## src/rtl/downcounter_pkg.sv

```systemverilog
// Shared types and constants for the loadable down-counter.
package downcounter_pkg;

  localparam int unsigned DEFAULT_WIDTH = 4;

  typedef enum logic [1:0] {
    IDLE = 2'd0,
    RUN  = 2'd1,
    DONE = 2'd2
  } state_t;

endpackage

```

## src/rtl/downcounter.sv

```systemverilog
// Loadable down-counter with enable, optional auto-reload, terminal-count pulse
// and synchronous clear; status outputs are decoded from the state register.
module downcounter
  import downcounter_pkg::*;
#(
  parameter int unsigned WIDTH = DEFAULT_WIDTH
) (
  input  logic             clk,
  input  logic             rst,
  input  logic             load_valid,
  output logic             load_ready,
  input  logic [WIDTH-1:0] load_value,
  input  logic             en,
  input  logic             auto_reload,
  input  logic             clear,
  output logic [WIDTH-1:0] count,
  output logic             tc,
  output logic             busy,
  output logic             done
);

  state_t           state_q, state_d;
  logic [WIDTH-1:0] count_q, count_d;
  logic [WIDTH-1:0] reload_q, reload_d;
  logic             tc_q, tc_d;

  // State and datapath registers
  always_ff @(posedge clk or posedge rst) begin
    if (rst) begin
      state_q  <= IDLE;
      count_q  <= '0;
      reload_q <= '0;
      tc_q     <= 1'b0;
    end else begin
      state_q  <= state_d;
      count_q  <= count_d;
      reload_q <= reload_d;
      tc_q     <= tc_d;
    end
  end

  // Next-state and next-datapath logic; clear overrides any load or count
  always_comb begin
    state_d  = state_q;
    count_d  = count_q;
    reload_d = reload_q;
    tc_d     = 1'b0;

    if (clear) begin
      state_d = IDLE;
      count_d = '0;
    end else begin
      case (state_q)
        IDLE, DONE: begin
          if (load_valid) begin
            count_d  = load_value;
            reload_d = load_value;
            if (load_value != '0) begin
              state_d = RUN;
            end else begin
              state_d = DONE;
              tc_d    = 1'b1;
            end
          end
        end
        RUN: begin
          if (en) begin
            if (count_q > WIDTH'(1)) begin
              count_d = count_q - WIDTH'(1);
            end else if (auto_reload) begin
              count_d = reload_q;
              tc_d    = 1'b1;
            end else begin
              count_d = '0;
              state_d = DONE;
              tc_d    = 1'b1;
            end
          end
        end
        default: begin
          state_d = IDLE;
          count_d = '0;
        end
      endcase
    end
  end

  assign count      = count_q;
  assign tc         = tc_q;
  assign busy       = (state_q == RUN);
  assign done       = (state_q == DONE);
  assign load_ready = (state_q != RUN);

endmodule

```

## config.mk

```make
export PLATFORM = sky130hd
export DESIGN_NAME = downcounter
export DESIGN_NICKNAME = d
export VERILOG_FILES = /design/src/rtl/downcounter_pkg.sv /design/src/rtl/downcounter.sv
export SDC_FILE = /design/constraint.sdc
export NUM_CORES = 1
export LEC_CHECK = 0
export BUFFER_PORTS_ARGS = -buffer_cell sky130_fd_sc_hd__buf_2
export CELL_PAD_IN_SITES_DETAIL_PLACEMENT = 1
export CELL_PAD_IN_SITES_GLOBAL_PLACEMENT = 2
export CORE_UTILIZATION = 28
export CTS_CLUSTER_SIZE = 20
export DETAILED_ROUTE_END_ITERATION = 10
export HOLD_SLACK_MARGIN = 0.02
export PLACE_DENSITY = 0.76
export RECOVER_POWER = 100
export SLEW_MARGIN = 20
export SYNTH_ARGS = -nofsm -noshare
export SYNTH_HDL_FRONTEND = slang
export SYNTH_SLANG_ARGS = --single-unit
```

## constraint.sdc

```tcl
create_clock -name clk -period 1.84 [get_ports clk]
set_input_delay 0.184 -clock clk [delete_from_list [all_inputs] [get_ports clk]]
set_output_delay 0.184 -clock clk [all_outputs]
set_load 0.01 [all_outputs]
```

# After elaboration in Yosys (flattened, before gate mapping)
# Cells that the tools add are included.
dict set report word_totals {
  out_inout_bits 8
  reg_bits 11
}
dict set report classes {
  magnitude_cmp 1
  add_sub_neg 1
  muxes 19
  n_bitwise 1
  n_eq_ne 7
  reduce_logical 6
}
# op n
set ops {}
lappend ops {{two-way mux 4 bit} 5}
lappend ops {{two-way mux 2 bit} 6}
lappend ops {{inequality test 3 bit (second input constant)} 4}
lappend ops {{one-hot mux 4 bit (2 select lines)} 1}
lappend ops {{two-way mux 1 bit} 5}
lappend ops {{> comparator 4 x 1 -> 1 bit (second input constant)} 1}
lappend ops {{one-hot mux 2 bit (2 select lines)} 1}
lappend ops {{AND reduction 4 bit} 1}
lappend ops {{nonzero test 4 bit} 1}
lappend ops {{subtractor 4 x 1 -> 4 bit (second input constant)} 1}
lappend ops {{AND reduction 3 bit} 1}
lappend ops {{== test 2 x 1 -> 1 bit (second input constant)} 1}
lappend ops {{== test 2 bit (second input constant)} 1}
lappend ops {{zero test 2 bit} 1}
lappend ops {{inequality test 2 x 1 -> 1 bit (second input constant)} 1}
lappend ops {{one-hot mux 1 bit (2 select lines)} 1}
lappend ops {{AND reduction 2 bit} 1}
lappend ops {{OR reduction 2 bit} 1}
lappend ops {{NOT 1 bit} 1}

# Depth between registers and ports, before layout
dict set report depth {
  depth_word 5
  mapped_depth 6
}

# Worst setup path after synthesis
# No wires, ideal clock.
dict set report synth_timing {
  path_type {register to register}
  from {register count_q[0], in the netlist count[0]}
  to {register count_q[1], in the netlist count[1]}
  arrival_time_ns 1.548
  path_buffers 0
  setup_ns 0.087
  path_stages_with_launch 6
  slack_ns 0.206
  cell_sequence {dfrtp_1 > inv_1 > ha_1 > o21ai_1 > mux2_2 > o211ai_1}
}
dict set report synth_between {
  elab_chain_len 5
  word_cells_on_any_way 6
  cone_classes {1 x add/sub; 1 x order compare; 4 x mux}
}
# item line
set synth_rtl {}
lappend synth_rtl {{from (decl)} downcounter.sv:23} ;# logic [WIDTH-1:0] count_q, count_d;
lappend synth_rtl {{from (signal assigned)} downcounter.sv:36} ;# count_q <= count_d;
lappend synth_rtl {{subtractor 4 x 1 -> 4 bit or > comparator 4 x 1 -> 1 bit (tied branches)} {downcounter.sv:69, downcounter.sv:68}}
lappend synth_rtl {{two-way mux 4 bit (*)} downcounter.sv:68} ;# if (count_q > WIDTH'(1)) begin
lappend synth_rtl {{two-way mux 4 bit (*)} downcounter.sv:67} ;# if (en) begin
lappend synth_rtl {{one-hot mux 4 bit (2 select lines) (*)} downcounter.sv:53} ;# case (state_q)
lappend synth_rtl {{two-way mux 4 bit (*)} downcounter.sv:49} ;# if (clear) begin
# Mark *: on every way between the ends. The rest lies on a longest branch, timed or not. The select of a mux whose other input is x is not followed.
# A chain may end at the register's enable or synchronous reset.

# Final worst setup path
dict set report layout_timing {
  from {register count_q[0], in the netlist count[0]}
  to {register state_q[0]}
}
dict set report layout_between {
  elab_chain_len 3
}
# item line
set layout_rtl {}
lappend layout_rtl {{> comparator 4 x 1 -> 1 bit} downcounter.sv:68}
lappend layout_rtl {{inequality test 3 bit (no source line)} -}
lappend layout_rtl {{AND reduction 4 bit (no source line)} -}
lappend layout_rtl {{to (signal assigned)} downcounter.sv:35} ;# state_q <= state_d;
lappend layout_rtl {{to (decl)} downcounter.sv:22} ;# state_t state_q, state_d;
# No other way between the ends.

==> metrics.md <==
| Metric | Value |
|---|---|
| Drt drc | `0` |
| R2R setup slack | `0.20 ns` |
| Clock sinks | `11` |
| Leading cell type in the layout, fill and taps excluded | `nand2_1` |
| Total GRT Usage | `0.173` |
| Unrepaired setup endpoints after global routing | `false` |
| Int Power | `0.453 mW` |
| Post-Syn Nets | `87` |
| Pwr Total | `0.692 mW` |
| Psw | `0.239 mW` |
| Crit Path Max Fanout | `7` |
| Fin Setup TNS | `0 ns` |
| Max-slew violations | `0` |
| Register Area | `275 um^2` |
| Yosys warns | `0` |
| Yosys cell types | `28` |
| Total Wirelength | `1.81 mm` |
| Final worst clock skew | `0.00114 ns` |
| PwrDens | `863 nW/um^2` |
| Drt wl/cell | `14.2 um` |
| Nets | `113` |
| #FFs+latches synth | `11` |
| Rows | `17` |
| Dpl hpwl | `1.42 mm` |
| Via density | `4.79` |
| Reg-to-reg startpoint | `count[0]` |
| Net Sw Frac | `0.345` |
| Leakage power | `0.387 nW` |
| Clock Tree Root | `clkbuf_4` |
| Commonest cells after routing, fill and taps aside | `nand2_1 (20), dfrtp_1 (11), buf_2 (11)` |
| Sequential Power Share | `0.438` |
| Fmax achieved | `608 MHz` |
| GRT overflow | `0` |
| Starting density of the core | `0.295` |
| CP Class | `reg -> reg` |
| Reg clk slew, reported paths | `0.07 ns` |
| Clock share of power | `0.245` |
| Worst setup SP type | `register` |
| Routability cong. | `0.713` |
| Number of I/O pins | `18` |
| Post-route ant nets | `0` |
| Grt met3 use | `0.0247` |
| DR iter-0 viols | `9` |
| Post-synthesis cell area | `647 um^2` |
| Required time worst endpoint | `2.00 ns` |
| Final number of setup-violating endpoints | `0` |
| # port buffers | `17` |
| Pre-antenna DRT Iters | `4` |
| Post-CTS sizing | `0` |
| Die Ht | `50.1 um` |
| Syn avg cell area | `8.62 um^2` |
| Max Root-Sink Buffers | `2` |
| Vias | `613` |
| Clk_lat worst skew | `0.27 ns` |
| Met1 Use GR | `0.245` |
| Least-Margin Pin Slew | `0.461 ns` |
| Area taken by multi-input logic gates | `352 um^2` |
| Period utilization | `0.894` |
| Die Width | `50.1 um` |
| CP endpoint kind | `register` |
| Die Area | `2510 um^2` |
| Share of layout cells above drive strength 1 | `0.200` |
| Relative slew margins | `0.692` |
| Antenna cells | `0` |
| Worst hold path type | `in -> reg` |
| Inserted Clock Buffers | `3` |
| Mapped Cells | `75` |
| Post-layout util | `0.366` |
| Largest net degree at the start of global routing | `12` |
| Combinational power share | `0.317` |
| Critical Path AT | `1.80 ns` |
| Number of global-route vias before repair | `618` |
| Final hold viol count | `0` |
| CP startpoint | `count[0]` |
| Initial antenna violation count | `0` |
| First-pass GRT wire length | `3.11 mm` |
| Max-cap violations | `0` |
| Post-synthesis sequential area ratio | `0.426` |
| Area delta synth->final | `24.0%` |
| # H-tree levels | `1` |
| GR peak layer | `met1` |
| Worst hold start | `load_value[0]` |
| CTS tree | `done` |
| Core Footprint | `2190 um^2` |
| Met2 Use GR | `0.238` |
| VDD IR max | `345 uV` |
| Shortest period the worst path allows | `1.64 ns` |
| Status | `complete, no violations` |
| Fillers | `285` |
[power by group through the flow]
stage / sequential, mW / clock (mW) / combinational [mW]
2_1_floorplan: 0.311 / 0 / 0.139
3_3_place_gp: 0.308 / 0 / 0.234
3_5_place_dp: 0.308 / 0 / 0.237
4_1_cts: 0.303 / 0.178 / 0.240
5_1_grt: 0.309 / 0.193 / 0.251
6_report: 0.303 / 0.170 / 0.219
[cells in the mapped netlist]
cell       count  area (um^2)
or2_2          2         12.5
o21ai_1        1         5.00
o31ai_1        1         7.51
nand2_1       20         75.1
nor2b_1        1         6.26
inv_1          4         15.0
and2_1         1         6.26
nor4b_1        1         8.76
a21oi_1        2         10.0
nand3_1        1         5.00
or4_4          1         11.3
mux2_2         2         22.5
nand4bb_1      1         11.3
a22oi_1        3         22.5
nand2b_1       2         12.5
o22ai_1        1         6.26
dfrtp_1       11          275
o32a_1         1         10.0
o211ai_1       1         7.51
and3b_1        1         8.76
nor2_1         8         30.0
a211oi_2       1         12.5
or2b_2         1         8.76
nor3_1         1         5.00
o21ai_0        2         10.0
ha_1           2         25.0
nor3b_1        1         7.51
o221ai_1       1         8.76
[sequential cells by signal, indices dropped and copies added (netlist names)]
register / cells
state_q: 2
count: 4
tc: 1
reload_q: 4
[metal layers]
metal,part of all wire,vias to the layer above
met4,0.0088,0
met3,0.038,2
met2,0.45,12
met1,0.50,289
met5,0,-
li1,-,310
[logic make-up (layout without fill, tap and decap cells)]
group,count (synthesis),after routing,synth area share
buf+inv,4,29,0.0232
compound gates,14,14,0.155
fa+ha+maj,2,2,0.0387
simple gates,42,42,0.323
mux,2,2,0.0348
flops,11,11,0.426
[area by class of cell]
type,count,area share
multi-input cells,60,0.438
well taps,28,0.0437
inverters,4,0.0187
clock buffers,4,0.0328
flip-flops and latches,11,0.343
repair buffers,21,0.123
[what timing repair did]
| action | in CTS | in global routing |
|---|---|---|
| hold buffers | 1 | 0 |
| endpoints found under the hold margin | 11 | 0 |
| setup buffers | 0 | 0 |
[per-stage QoR]
step / hold slack (ns) / instance area, um^2 / setup slack, ns / std cells
2_1_floorplan: 0.0364 / 647 / 0.206 / 75
3_3_place_gp: 0.213 / 790 / 0.269 / 123
3_5_place_dp: 0.226 / 790 / 0.194 / 123
4_1_cts: 0.138 / 826 / 0.180 / 128
5_1_grt: 0.151 / 802 / 0.0394 / 128
6_report: 0.151 / 802 / 0.196 / 128
[worst max-delay path, stage by stage (launching register included)]
cell and delay (ns):
dfrtp_1 0.45, inv_1 0.07, ha_1 0.24, o21ai_1 0.24, clkbuf_1 0.20, nor3b_1 0.08, o31ai_1 0.25
[worst paths after layout]
kind | to | cells past startpoint
setup / recovery | state_q[0] | 6
setup reg to reg | state_q[0] | 6
hold reg to reg | reload_q[0] | 2
max in group asynchronous | state_q[0] | 3
min in group asynchronous | count[3] | 3
hold / removal | reload_q[0] | 3
Note: power is estimated with default switching activity, not from simulation.
